File: config.mk
export PLATFORM = sky130hd
export DESIGN_NAME = if2dec_queue
export DESIGN_NICKNAME = d
export VERILOG_FILES = /design/src/rtl/if2dec_queue_pkg.sv /design/src/rtl/if2dec_queue_ptr.sv /design/src/rtl/if2dec_queue.sv
export SDC_FILE = /design/constraint.sdc
export NUM_CORES = 1
export LEC_CHECK = 0
export ABC_AREA = 0
export ABC_CLOCK_PERIOD_IN_PS = 3600
export CORE_MARGIN = 4
export CORE_UTILIZATION = 27
export DETAILED_ROUTE_END_ITERATION = 7
export MAX_ROUTING_LAYER = met4
export SYNTH_ARGS = -nofsm -noshare
export SYNTH_HDL_FRONTEND = slang
export SYNTH_SLANG_ARGS = --single-unit
File: constraint.sdc
create_clock -name clk -period 3.6 [get_ports clk]
set_input_delay 0.9 -clock clk [delete_from_list [all_inputs] [get_ports clk]]
set_output_delay 0.9 -clock clk [all_outputs]
set_load 0.01 [all_outputs]
File: src/rtl/if2dec_queue_pkg.sv
// Shared constants and types for the fetch-to-decode instruction queue.
// Build option: define IF2DEC_QUEUE_BYPASS_EN for a zero-latency path when the queue is empty.
package if2dec_queue_pkg;

  // Default widths follow the core-wide instruction and address bus widths.
  localparam int MYRISCV_INSTBUS_W  = 32;
  localparam int MYRISCV_ADDRBUS_W  = 32;
  localparam int IF2DEC_QUEUE_DEPTH = 4;

  // Pointer/count operation for one cycle, encoded as {push, pop}.
  typedef enum logic [1:0] {
    OP_IDLE = 2'b00,
    OP_POP  = 2'b01,
    OP_PUSH = 2'b10,
    OP_BOTH = 2'b11
  } qop_e;

endpackage

File: src/rtl/if2dec_queue_ptr.sv
// Read/write pointers and occupancy count of the fetch-to-decode queue.
// Flush has priority over push and pop. Pointers wrap modulo DEPTH, which must be a power of two.
module if2dec_queue_ptr
  import if2dec_queue_pkg::*;
#(
  parameter int DEPTH = IF2DEC_QUEUE_DEPTH
) (
  input  logic                       clk,
  input  logic                       rst,
  input  logic                       push,
  input  logic                       pop,
  input  logic                       flush,
  output logic [$clog2(DEPTH)-1:0]   wptr,
  output logic [$clog2(DEPTH)-1:0]   rptr,
  output logic [$clog2(DEPTH):0]     count,
  output logic                       full,
  output logic                       empty
);

  localparam int PW = $clog2(DEPTH);
  localparam int CW = PW + 1;
  localparam logic [CW-1:0] FULL_CNT = CW'(DEPTH);

  qop_e op;

  assign op    = qop_e'({push, pop});
  assign full  = (count == FULL_CNT);
  assign empty = (count == '0);

  // Pointer and count update; a flush returns the queue to its post-reset state.
  always_ff @(posedge clk or negedge rst) begin
    if (!rst) begin
      wptr  <= '0;
      rptr  <= '0;
      count <= '0;
    end else if (flush) begin
      wptr  <= '0;
      rptr  <= '0;
      count <= '0;
    end else begin
      unique case (op)
        OP_PUSH: begin
          wptr  <= wptr + PW'(1);
          count <= count + CW'(1);
        end
        OP_POP: begin
          rptr  <= rptr + PW'(1);
          count <= count - CW'(1);
        end
        OP_BOTH: begin
          wptr <= wptr + PW'(1);
          rptr <= rptr + PW'(1);
        end
        default: ;
      endcase
    end
  end

endmodule

File: src/rtl/if2dec_queue.sv
// Fetch-to-decode instruction queue: DEPTH-entry circular buffer between the IFU and the decoder.
// Jump-shadow slots complete the input handshake but are never stored; flush empties the queue.
// Build option: IF2DEC_QUEUE_BYPASS_EN presents an incoming slot combinationally when the queue is empty.
module if2dec_queue
  import if2dec_queue_pkg::*;
#(
  parameter int DEPTH = IF2DEC_QUEUE_DEPTH,
  parameter int IW    = MYRISCV_INSTBUS_W,
  parameter int AW    = MYRISCV_ADDRBUS_W
) (
  input  logic                     clk,
  input  logic                     rst,
  input  logic                     flush_i,
  input  logic                     in_vld_i,
  output logic                     in_rdy_o,
  input  logic [IW-1:0]            in_instr_i,
  input  logic [AW-1:0]            in_pc_i,
  input  logic                     in_pc_j_i,
  input  logic                     in_prdt_taken_i,
  output logic                     out_vld_o,
  input  logic                     out_rdy_i,
  output logic [IW-1:0]            out_instr_o,
  output logic [AW-1:0]            out_pc_o,
  output logic                     out_prdt_taken_o,
  output logic [$clog2(DEPTH):0]   count_o
);

  localparam int PW = $clog2(DEPTH);

  logic [PW-1:0] wptr;
  logic [PW-1:0] rptr;
  logic          full;
  logic          empty;
  logic          in_fire;
  logic          wr_en;
  logic          rd_en;
  logic          byp;

  logic [IW-1:0] ent_instr_p0 [DEPTH];
  logic [AW-1:0] ent_pc_p0    [DEPTH];
  logic          ent_pt_p0    [DEPTH];

  // Ready depends only on registered occupancy, so a same-cycle pop never frees a slot.
  assign in_rdy_o = ~full;
  assign in_fire  = in_vld_i & in_rdy_o;

`ifdef IF2DEC_QUEUE_BYPASS_EN
  // An empty queue forwards a storable slot straight to the decoder; if it is taken now it is not stored.
  assign byp         = empty & in_vld_i & ~in_pc_j_i & ~flush_i;
  assign wr_en       = in_fire & ~in_pc_j_i & ~flush_i & ~(byp & out_rdy_i);
  assign out_vld_o   = ~empty | byp;
  assign out_instr_o = byp ? in_instr_i      : ent_instr_p0[rptr];
  assign out_pc_o    = byp ? in_pc_i         : ent_pc_p0[rptr];
  assign out_prdt_taken_o = byp ? in_prdt_taken_i : ent_pt_p0[rptr];
`else
  assign byp         = 1'b0;
  assign wr_en       = in_fire & ~in_pc_j_i & ~flush_i;
  assign out_vld_o   = ~empty;
  assign out_instr_o = ent_instr_p0[rptr];
  assign out_pc_o    = ent_pc_p0[rptr];
  assign out_prdt_taken_o = ent_pt_p0[rptr];
`endif

  // Only stored entries advance the read pointer; a bypassed slot never entered the buffer.
  assign rd_en = ~empty & out_rdy_i & ~flush_i & ~byp;

  if2dec_queue_ptr #(
    .DEPTH (DEPTH)
  ) u_ptr (
    .clk   (clk),
    .rst   (rst),
    .push  (wr_en),
    .pop   (rd_en),
    .flush (flush_i),
    .wptr  (wptr),
    .rptr  (rptr),
    .count (count_o),
    .full  (full),
    .empty (empty)
  );

  // ---- stage p0: entry storage, loaded only on an accepted, non-shadow, non-flushed slot ----
  always_ff @(posedge clk or negedge rst) begin
    if (!rst) begin
      for (int i = 0; i < DEPTH; i++) begin
        ent_instr_p0[i] <= '0;
        ent_pc_p0[i]    <= '0;
        ent_pt_p0[i]    <= 1'b0;
      end
    end else if (wr_en) begin
      ent_instr_p0[wptr] <= in_instr_i;
      ent_pc_p0[wptr]    <= in_pc_i;
      ent_pt_p0[wptr]    <= in_prdt_taken_i;
    end
  end

endmodule

# Word level (Yosys, flattened, before mapping)
# Cells that the tools add are included.
[classes]
addsub = 4
mul = 0
n_div = 0
n_lt_le_gt_ge = 3
n_eq_ne = 4
n_shift = 0
mux = 22
bitwise = 11
n_reduce_logical = 7
[op_table]
columns = ["operator", "count"]
rows = [
  ["$bwmux W128", 2],
  ["$mux W32", 5],
  ["$bmux W32 S2", 2],
  ["$demux W32 S2", 1],
  ["$mux W2", 4],
  ["$ge A3 B3 Y1 const B", 2],
  ["$not A2 Y3", 2],
  ["$pmux W3 S2", 1],
  ["$and A1 B1 Y1", 5],
  ["$add A2 B1 Y2 const B", 2],
  ["$bwmux W4", 1],
  ["$eq A2 B2 Y1 const B", 2],
  ["$not A1 Y1", 4],
  ["$reduce_bool A2 Y1", 2],
  ["$reduce_or A2 Y1", 2],
  ["$add A3 B1 Y3 const B", 1],
  ["$eq A3 B3 Y1 const B", 1],
  ["$logic_not A3 Y1", 1],
  ["$lt A3 B1 Y1 const B", 1],
  ["$mux W1", 3],
  ["$mux W3", 1],
  ["$reduce_bool A3 Y1", 1],
  ["$sub A3 B1 Y3 const B", 1],
  ["$bmux W1 S2", 1],
  ["3 further kinds", 3],
]
[word_totals]
ff_bits = 267
latchBits = 0
mem_bits_rw = 0
romBits = 0
input_bits = 71
out_inout_bits = 70
elab_cells = 66
n_memories = 0

# Logic depth before layout (Yosys ltp)
# Gate-level depths: netlist of run 1.
[logic_depth]
depth_word = 9
ltp_mapped = 8

# Hierarchy
# From an unflattened synthesis of run 1, not the netlist that was laid out.
[unflattened]
hier_cells = 667
hier_area_um2 = 11649.9
[by_module_without_submodules]
columns = ["module", "n_inst", "cells_each", "area_each_um2"]
rows = [
  ["if2dec_queue", 1, 636, 11295.8],
  ["if2dec_queue_ptr", 1, 31, 354.1],
]

# Worst setup path before layout of run 1
# Ideal clock, no wire load.
[synth_timing]
path_kind = "register -> output"
startpoint = "reg u_ptr.rptr[0]"
endpoint = "out out_pc_o[10]"
arrival_ps = 1575
required_ps = 2700
setup_slack_ps = 1125
stages_incl_launch_ff = 5
path_buffers = 3
path_cell_list = "dfrtp_1 clkbuf_1 buf_2 buf_2 mux4_2"
[synth_via]
elab_chain_cells = 4
[synth_lines]
columns = ["element", "line_no", "source"]
rows = [
  ["start: declaration", "if2dec_queue_ptr.sv:14", "output logic [$clog2(DEPTH)-1:0] rptr,"],
  ["start signal: assignment", "if2dec_queue_ptr.sv:47", "rptr <= rptr + PW'(1);"],
  ["start signal: assignment", "if2dec_queue_ptr.sv:52", "rptr <= rptr + PW'(1);"],
  ["$not A2 Y3 (implied by the code)", "if2dec_queue.sv:60", "assign out_pc_o = ent_pc_p0[rptr];"],
  ["$bmux W32 S2", "if2dec_queue.sv:60", ""],
  ["$mux W32 (implied by the code) (2 in a row)", "if2dec_queue.sv:60", ""],
  ["end: declaration", "if2dec_queue.sv:23", "output logic [AW-1:0] out_pc_o,"],
]
# No other way between the ends. The select of a mux whose other input is x is not followed.

# Worst setup path after layout of run 1
[layout_timing]
startpoint = "reg u_ptr.rptr[1]"
endpoint = "out out_pc_o[1]"
# The elaborated chain is that of the path after synthesis.

==> results of run 1 <==
[Yosys cell counts]
master                       n
sky130_fd_sc_hd__nand2_2     4
sky130_fd_sc_hd__a31oi_1     1
sky130_fd_sc_hd__dfrtp_1   267
sky130_fd_sc_hd__clkbuf_2    1
sky130_fd_sc_hd__mux4_2     65
sky130_fd_sc_hd__o22ai_1     1
sky130_fd_sc_hd__and2_1      1
sky130_fd_sc_hd__or3_1       1
sky130_fd_sc_hd__buf_6       4
sky130_fd_sc_hd__nor2b_1     3
sky130_fd_sc_hd__nor3_1      2
sky130_fd_sc_hd__clkbuf_1    7
sky130_fd_sc_hd__nand2b_1    1
sky130_fd_sc_hd__a22o_1      1
sky130_fd_sc_hd__mux2_2     63
sky130_fd_sc_hd__nand2_1     1
sky130_fd_sc_hd__buf_2      11
sky130_fd_sc_hd__o21ai_0     4
sky130_fd_sc_hd__nor2_1      3
sky130_fd_sc_hd__nand3_1     2
sky130_fd_sc_hd__fa_1        1
sky130_fd_sc_hd__inv_1       3
sky130_fd_sc_hd__a31o_2      1
sky130_fd_sc_hd__or3b_4      1
sky130_fd_sc_hd__a21oi_1     2
sky130_fd_sc_hd__buf_1       1
sky130_fd_sc_hd__xor2_1      2
sky130_fd_sc_hd__mux2_4    200
sky130_fd_sc_hd__ha_1        4
sky130_fd_sc_hd__buf_12     20
sky130_fd_sc_hd__nor3b_4     1
[flip-flops by register name, indices dropped and copies added, names as in the netlist]
| signal | flops |
|---|---|
| ent_pc_p0 | 128 |
| ent_pt_p0 | 4 |
| u_ptr.wptr | 2 |
| u_ptr.count | 3 |
| u_ptr.rptr | 2 |
| ent_instr_p0 | 128 |
[worst max-delay path: cells and delay by family (launching register included)]
family | cells | cell delay [ns]
buf+inv | 2 | 0.80
mux | 1 | 0.40
flops | 1 | 0.64
[area by class of cell]
cell class / count / area share (%)
sequential: 267 / 43.1
multi-input combinational: 365 / 35.2
timing repair buffer: 156 / 10.6
clock buffer: 52 / 6.08
tap: 607 / 4.89
clock inverter: 3 / 0.113
inverter: 3 / 0.0725
[logic make-up after synthesis]
logic type      after synthesis  synth area share, %
xor+xnor                      2                0.138
compound gates               10                0.474
fa+ha+maj                     5                0.553
flops                       267                 52.7
simple gates                 20                 1.01
buf+inv                      47                 4.31
mux                         328                 40.8
[routing by layer]
layer	wire length, um	share of wire [%]
met5	0	0
met2	12500	45
met4	537	1.9
met1	13600	49
met3	1090	3.9
[worst max path at each step]
stage	slack (ns)	endpoint	from	depth (start not counted)
2_1_floorplan	1.13	out_pc_o[10]	u_ptr.rptr[0]	4
3_3_place_gp	0.63	u_ptr.count[1]	flush_i	6
3_5_place_dp	0.61	u_ptr.count[1]	flush_i	6
4_1_cts	0.19	out_pc_o[1]	u_ptr.rptr[1]	3
5_1_grt	0.15	out_pc_o[26]	u_ptr.rptr[0]	3
6_report	0.25	out_pc_o[1]	u_ptr.rptr[1]	3
[where the power goes]
part	total (mW)	internal (mW)	switching, mW	leakage [nW]
Clock	2.99	1.76	1.23	0.469
Combinational	3.49	2.30	1.19	3.39
Sequential	4.12	3.71	0.415	3.47
[per-stage QoR]
stage                     cell area, sq um  total power [mW]  utilization, %  setup WS (ns)  hold WS (ns)
after global routing                 15500              11.2            33.4          0.154         0.389
after floorplan                      12700              6.20               -           1.13         0.474
after global placement               14600              7.65            31.4          0.629         0.481
after detailed placement             14600              7.70            31.4          0.606         0.487
final                                15500              10.6            33.4          0.254         0.379
after CTS                            15500              10.8            33.4          0.194         0.363
==> impl_results.rst, run 1 <==
.. list-table::
   :header-rows: 1

   * - Metric
     - Value
   * - Run status
     - completed
   * - PD cells
     - 683 mW/mm^2
   * - Cell taking the most area after synthesis
     - sky130_fd_sc_hd__dfrtp_1
   * - Slew Limit Fails
     - 0
   * - Largest stage delay on the critical path
     - 0.64 ns
   * - Total CTS buffers
     - 31
   * - # setup viols final
     - 0
   * - Static Leakage
     - 7.33 nW
   * - Post-synthesis instance total
     - 679
   * - R2r worst-path depth
     - 6
   * - Met1 Track Usage GR
     - 16.2%
   * - Commonest non-fill, non-tap cell in the layout
     - sky130_fd_sc_hd__dfrtp_1
   * - Most area-consuming cells after synthesis
     - sky130_fd_sc_hd__dfrtp_1, sky130_fd_sc_hd__mux2_4, sky130_fd_sc_hd__mux4_2
   * - Register bit total from synthesis
     - 267
   * - Number of clock sinks
     - 267
   * - Sequential cell area
     - 0.00669 sq mm
   * - Number of nets produced by synthesis
     - 755
   * - Syn avg cell area
     - 18.7 sq um
   * - Length of the first detailed-routing pass in iterations
     - 4
   * - Peak-usage layer in the global routing report
     - met2
   * - I/O Pins
     - 141
   * - Portion of the clock cycle consumed by the worst path in the final layout
     - 93.0%
   * - Cell chain of the critical path
     - buf_12 -> mux4_2 -> clkdlybuf4s50_1
   * - Overflow left after global routing
     - 0
   * - Critical path start-end classification
     - reg2out
   * - Count of input and output buffers
     - 140
   * - Shortest clock period the worst path allows after layout
     - 3.35 ns
   * - Via count of the first global-routing pass
     - 7323
   * - Crit path DAT
     - 2.45 ns
   * - Setup slack of the most critical reg-to-reg path
     - 1.24 ns
   * - Global-route wire length before repair
     - 44200 um
   * - GP Congestion
     - 0.687
   * - Average wire per standard cell
     - 19.1 um
   * - 1st-iter DRT viols
     - 292
   * - Hold-fix buffers at CTS
     - 0
   * - Clock tree buffer depth
     - 3
   * - Via count
     - 6435
   * - Hold violation count in the final report
     - 0
   * - Die extent in x
     - 225 um
   * - Data required time at the worst endpoint
     - 2.70 ns
   * - CTS tree
     - done
   * - Met3 demand-to-capacity share in global routing
     - 2.22%
   * - Fin nets
     - 900
   * - Die Outline Area
     - 0.0505 sq mm
   * - Die Y-Extent
     - 225 um
   * - H-tree Lvls
     - 1
   * - Post_cts resized
     - 0
   * - Floorplan row count
     - 79
   * - Synthesis-to-finish area growth
     - 22.5%
   * - Max-slew headroom
     - 52.9%
   * - Core area
     - 0.0465 sq mm
   * - Post-synthesis cell type count
     - 31
   * - Area occupied by multi-input gates
     - 0.00547 sq mm
   * - Residual antenna-violating net count after detailed routing
     - 0
   * - # placed instances
     - 1398
   * - Tightest Hold Check Type
     - in2async
   * - Area share of the largest cell type after synthesis
     - 52.7%
   * - Maximum clock frequency
     - 0.299 GHz
   * - Proportion of synthesized chip area in sequential cells
     - 52.7%
   * - Number of antenna violations at the first check in global routing
     - 0
   * - Worst Setup Start Kind
     - register
   * - Slowest stage cell, crit path
     - sky130_fd_sc_hd__dfrtp_4
   * - GRT Total Usage
     - 11.3%
   * - Endpoint type of the worst setup path
     - output port
   * - Netlist area before placement
     - 0.0127 sq mm
   * - Maximum number of pins on one net before global-route repair
     - 90
   * - Launch instance of the worst register-to-register path
     - u_ptr.count[1]
   * - Commonest non-fill, non-tap cells in the layout
     - sky130_fd_sc_hd__dfrtp_1, sky130_fd_sc_hd__mux2_4, sky130_fd_sc_hd__clkdlybuf4s50_1
   * - Fraction of layout instances using a drive strength above 1
     - 46.9%
   * - Yosys warnings
     - 0
   * - Worst clock skew
     - 0.0120 ns
   * - Wire length after detailed routing
     - 27700 um
   * - Effective utilization at floorplan
     - 27.3%
   * - Final standard cell count with taps included and fillers excluded
     - 1453
   * - Count of fill cells added during filler insertion
     - 4492
   * - Routed via count divided by cell count
     - 4.43
   * - Diode insertion count for antenna repair
     - 0
   * - Worst reg2reg endpoint
     - u_ptr.count[1]
   * - Clock-pin transition on the worst setup and hold timing paths
     - 0.06 ns
   * - Max-cap viol count
     - 0
   * - Final setup TNS
     - 0 ns
   * - HPWL Detailed
     - 16100 um
   * - Worst IR Drop VDD
     - 0.427 mV
   * - Routing usage on met2
     - 16.8%
   * - RSZ-0062 raised after global routing
     - no
   * - CP max FO
     - 35
   * - CTS Root Buffer Type
     - sky130_fd_sc_hd__clkbuf_16
   * - Drt drc
     - 0
   * - Transition time at the pin with the least slew margin
     - 0.707 ns
   * - Post-CTS repair timing setup buffer count
     - 0
   * - Clk Latency, worst-skew pair
     - 0.56 ns
Note: power is estimated with default switching activity, not from simulation.
==> run 2: changes to the inputs <==
- GPL_ROUTABILITY_DRIVEN: default -> 1
==> results of run 2 <==
The final DEF is identical to that of run 1; final timing and power are the same.
==> run 3: changes to the inputs <==
- SLEW_MARGIN: default -> 20
- SYNTH_HIERARCHICAL: default -> 1
==> run 3 against run 2 <==
Against the previous run: first-iteration DRC count fell by 17%; setup slack improved by 0.070 ns; maximum frequency rose by 2.1%; flip-flop and latch count did not move; total power fell by 21%; register-to-register slack got worse by 0.09 ns; critical path depth did not move; combinational power fell by 56%; die area fell by 7.8%; via count fell by 1.5%; critical path type unchanged.
==> impl_results.rst, run 3 <==
.. list-table::
   :header-rows: 1

   * - Metric
     - Value
   * - Worst clock skew
     - 0.00900 ns (-0.00304 ns)
   * - CTS Root Buffer Type
     - sky130_fd_sc_hd__clkbuf_16
   * - Commonest non-fill, non-tap cell in the layout
     - sky130_fd_sc_hd__dfrtp_1
   * - Effective utilization at floorplan
     - 27.5% (+0.23 points)
   * - Cell depth of the worst setup path
     - 3 (unchanged)
   * - Final setup TNS
     - 0 ns (unchanged)
   * - Floorplan row count
     - 75 (-5.1%)
   * - Tot Pwr
     - 8.43 mW (-21%)
   * - GRT Total Usage
     - 11.5% (+0.24 points)
   * - Run status
     - completed
   * - Area share of the largest cell type after synthesis
     - 57.4% (+4.7 points)
   * - Core area
     - 0.0423 sq mm (-8.9%)
   * - Count of fill cells added during filler insertion
     - 4087 (-9.0%)
   * - Routed via count divided by cell count
     - 4.45 (+0.58%)
   * - Final standard cell count with taps included and fillers excluded
     - 1423 (-2.1%)
   * - Worst IR Drop VDD
     - 0.428 mV (+0.18%)
   * - Primary FF master, synth
     - sky130_fd_sc_hd__dfrtp_1
   * - Shortest clock period the worst path allows after layout
     - 3.28 ns (-0.0697 ns)
   * - Crit path DAT
     - 2.38 ns (-0.07 ns)
   * - PD cells
     - 568 mW/mm^2 (-17%)
   * - Switching power as a share of total power
     - 24.1% (-2.6 points)
   * - Synthesis-to-finish area growth
     - 27.3%
   * - Registers with the highest flip-flop counts
     - ent_instr_p0 (128), ent_pc_p0 (128), ent_pt_p0 (4)
   * - Maximum clock frequency
     - 0.305 GHz (+2.1%)
   * - Cell taking the most area after synthesis
     - sky130_fd_sc_hd__dfrtp_1
   * - Portion of total power attributed to sequential cells
     - 42.6% (+3.7 points)
   * - Portion of the clock cycle consumed by the worst path in the final layout
     - 91.0% (-1.9 points)
   * - Wire length after detailed routing
     - 25600 um (-7.6%)
   * - Drt drc
     - 0 (unchanged)
   * - H-tree Lvls
     - 2 (+1)
   * - Post-synthesis cell type count
     - 25 (-19%)
   * - CTS tree
     - done
   * - Launch instance of the worst register-to-register path
     - u_ptr/count[0]
   * - Slowest stage cell, crit path
     - sky130_fd_sc_hd__mux4_2
   * - Switching power summed over all nets
     - 2.03 mW (-28%)
   * - Syn avg cell area
     - 17.5 sq um (-6.5%)
   * - Number of antenna violations at the first check in global routing
     - 0 (unchanged)
   * - Setup slack of the most critical reg-to-reg path
     - 1.15 ns (-0.09 ns)
   * - Register bit total from synthesis
     - 267 (unchanged)
   * - Commonest non-fill, non-tap cells in the layout
     - sky130_fd_sc_hd__dfrtp_1, sky130_fd_sc_hd__mux2_2, sky130_fd_sc_hd__clkdlybuf4s50_1
   * - Hold violation count in the final report
     - 0 (unchanged)
   * - Number of buffers and inverters on the critical path
     - 2 (unchanged)
   * - Slew Limit Fails
     - 0 (unchanged)
   * - Maximum number of pins on one net before global-route repair
     - 98 (+8.9%)
   * - Data required time at the worst endpoint
     - 2.70 ns (about the same)
   * - Dominant delay contributor by cell family on the critical path
     - buffers and inverters
   * - Largest stage delay on the critical path
     - 0.60 ns (-0.04 ns)
   * - Internal Pwr Total
     - 6.40 mW (-18%)
   * - Average wire per standard cell
     - 18.0 um (-5.7%)
   * - Via count of the first global-routing pass
     - 7014 (-4.2%)
   * - Clock-pin transition on the worst setup and hold timing paths
     - 0.06 ns (about the same)
   * - GP Congestion
     - 0.684 (-0.42%)
   * - HPWL Detailed
     - 15400 um (-4.5%)
   * - Critical path start-end classification
     - reg2out
   * - Number of enable flip-flop cells after synthesis
     - 0 (unchanged)
   * - Most area-consuming cells after synthesis
     - sky130_fd_sc_hd__dfrtp_1, sky130_fd_sc_hd__mux2_2, sky130_fd_sc_hd__mux4_2
   * - Tightest Hold Check Type
     - in2async
   * - Post-synthesis instance total
     - 667 (-1.8%)
   * - Max-cap viol count
     - 0 (unchanged)
   * - # placed instances
     - 1362 (-2.6%)
   * - Netlist area before placement
     - 0.0116 sq mm (-8.1%)
   * - Count of input and output buffers
     - 140 (unchanged)
   * - Total CTS buffers
     - 34 (+9.7%)
   * - Via count
     - 6339 (-1.5%)
   * - Final Instance Area
     - 0.0148 sq mm (-4.5%)
   * - Post-CTS repair timing setup buffer count
     - 0 (unchanged)
   * - Global-route wire length before repair
     - 41200 um (-6.9%)
   * - Core occupancy in the finished layout
     - 35.0% (+1.6 points)
   * - Clock tree buffer depth
     - 3 (unchanged)
   * - Fraction of layout instances using a drive strength above 1
     - 48.3% (+1.4 points)
   * - RSZ-0062 raised after global routing
     - no
   * - Transition time at the pin with the least slew margin
     - 0.803 ns (+0.0966 ns)
   * - Die Outline Area
     - 0.0465 sq mm (-7.8%)
   * - Die extent in x
     - 216 um (-4.0%)
   * - Static Leakage
     - 6.52 nW (-11%)
   * - Post_cts resized
     - 0 (unchanged)
   * - Overflow left after global routing
     - 0 (unchanged)
   * - Length of the first detailed-routing pass in iterations
     - 4 (unchanged)
   * - Fin nets
     - 893 (-0.78%)
   * - Number of clock sinks
     - 267 (unchanged)
   * - Placed cell areas
     - 0.0137 sq mm (-5.8%)
   * - Proportion of synthesized chip area in sequential cells
     - 57.4% (+4.7 points)
   * - CP max FO
     - 33 (-5.7%)
   * - Die Y-Extent
     - 216 um (-4.0%)
   * - 1st-iter DRT viols
     - 241 (-17%)
   * - Cell chain of the critical path
     - buf_12 -> mux4_2 -> clkdlybuf4s50_1
   * - Most frequent cells after synthesis
     - sky130_fd_sc_hd__dfrtp_1, sky130_fd_sc_hd__mux2_2, sky130_fd_sc_hd__mux4_2, sky130_fd_sc_hd__buf_6, sky130_fd_sc_hd__buf_2
   * - Worst reg2reg endpoint
     - ent_instr_p0[87]
   * - I/O Pins
     - 141 (unchanged)
   * - Yosys warnings
     - 6 (+6)
   * - Endpoint type of the worst setup path
     - output port
   * - Residual antenna-violating net count after detailed routing
     - 0 (unchanged)
   * - Worst Setup Start Kind
     - register
   * - Hold-fix buffers at CTS
     - 0 (unchanged)
   * - Number of nets produced by synthesis
     - 739 (-2.1%)
   * - # setup viols final
     - 0 (unchanged)
   * - R2r worst-path depth
     - 6 (unchanged)
   * - Diode insertion count for antenna repair
     - 0 (unchanged)
   * - Clk Latency, worst-skew pair
     - 0.52 ns (-0.04 ns)
   * - Max-slew headroom
     - 46.4% (-6.4 points)
   * - Clock share of power
     - 39.2% (+11 points)
   * - Most common cell in the synthesized netlist
     - sky130_fd_sc_hd__dfrtp_1
   * - Comb power frac
     - 18.2% (-15 points)
   * - Share of flip-flops with an asynchronous set or reset after synthesis
     - 100% (unchanged)
## run 3: cell count changes in the layout (fill, tap and decap cells not counted), moves of 3 or more
cell                        change
sky130_fd_sc_hd__nor2_1         +4
sky130_fd_sc_hd__nor3b_1        +3
sky130_fd_sc_hd__nand2_4        -3
sky130_fd_sc_hd__ha_1           -4
sky130_fd_sc_hd__o21ai_0        -4
sky130_fd_sc_hd__clkbuf_1       -6
sky130_fd_sc_hd__clkbuf_16      +6
sky130_fd_sc_hd__mux2_4       -200
sky130_fd_sc_hd__clkinv_2       +5
sky130_fd_sc_hd__xnor2_1        +3
sky130_fd_sc_hd__buf_4          +5
sky130_fd_sc_hd__mux2_2       +197
## run 3: worst max path at each step
stage,start,to
after detailed placement,flush_i,ent_pc_p0[23]
after global routing,u_ptr/rptr[0],out_instr_o[31]
final,u_ptr/rptr[0],out_instr_o[30]
after floorplan,flush_i,u_ptr/count[2]
after CTS,u_ptr/rptr[0],out_instr_o[31]
after global placement,flush_i,u_ptr/count[2]
## run 3: metal layers
layer	part of all wire (%)	global-route usage, %
met5	0	-
met1	45	15.0
met3	6.4	3.94
met4	1.7	2.73
met2	47	17.5
## run 3: power by group through the flow
| stage | Sequential (mW) | Clock (mW) | Combinational (mW) |
|---|---|---|---|
| global route | 3.64 | 3.58 | 1.66 |
| global placement | 3.63 | 0 | 1.54 |
| detailed placement | 3.64 | 0 | 1.56 |
| CTS | 3.59 | 3.44 | 1.57 |
| finish | 3.59 | 3.31 | 1.53 |
| floorplan | 3.57 | 0 | 0.832 |
## run 3: layout make-up
class | instances | area (sq um) | share of cell area (%)
Timing Repair Buffer | 160 | 1660 | 11.2
Tap cell | 577 | 722 | 4.87
Multi-Input combinational cell | 356 | 4640 | 31.3
Inverter | 2 | 7.51 | 0.0506
Clock buffer | 50 | 1040 | 7.04
Sequential cell | 267 | 6690 | 45.1
Clock inverter | 11 | 68.8 | 0.464
## run 3: cells by family (layout without fill, tap and decap cells)
group | count (synthesis) | after routing | synth area share (%)
XOR/XNOR | 6 | 6 | 0.516
adder cells (fa/ha/maj) | 1 | 1 | 0.172
multiplexers | 326 | 326 | 37.8
flip-flops | 267 | 267 | 57.4
AO/OA/AOI/OAI | 1 | 1 | 0.0429
AND/OR/NAND/NOR | 22 | 22 | 1.24
buffers and inverters | 44 | 223 | 2.90
## run 3: stage by stage
stage | setup slack (ns) | hold slack (ns)
global placement | 0.578 | 0.482
global route | 0.198 | 0.460
finish | 0.323 | 0.412
floorplan | 1.13 | 0.474
detailed placement | 0.542 | 0.487
CTS | 0.240 | 0.431
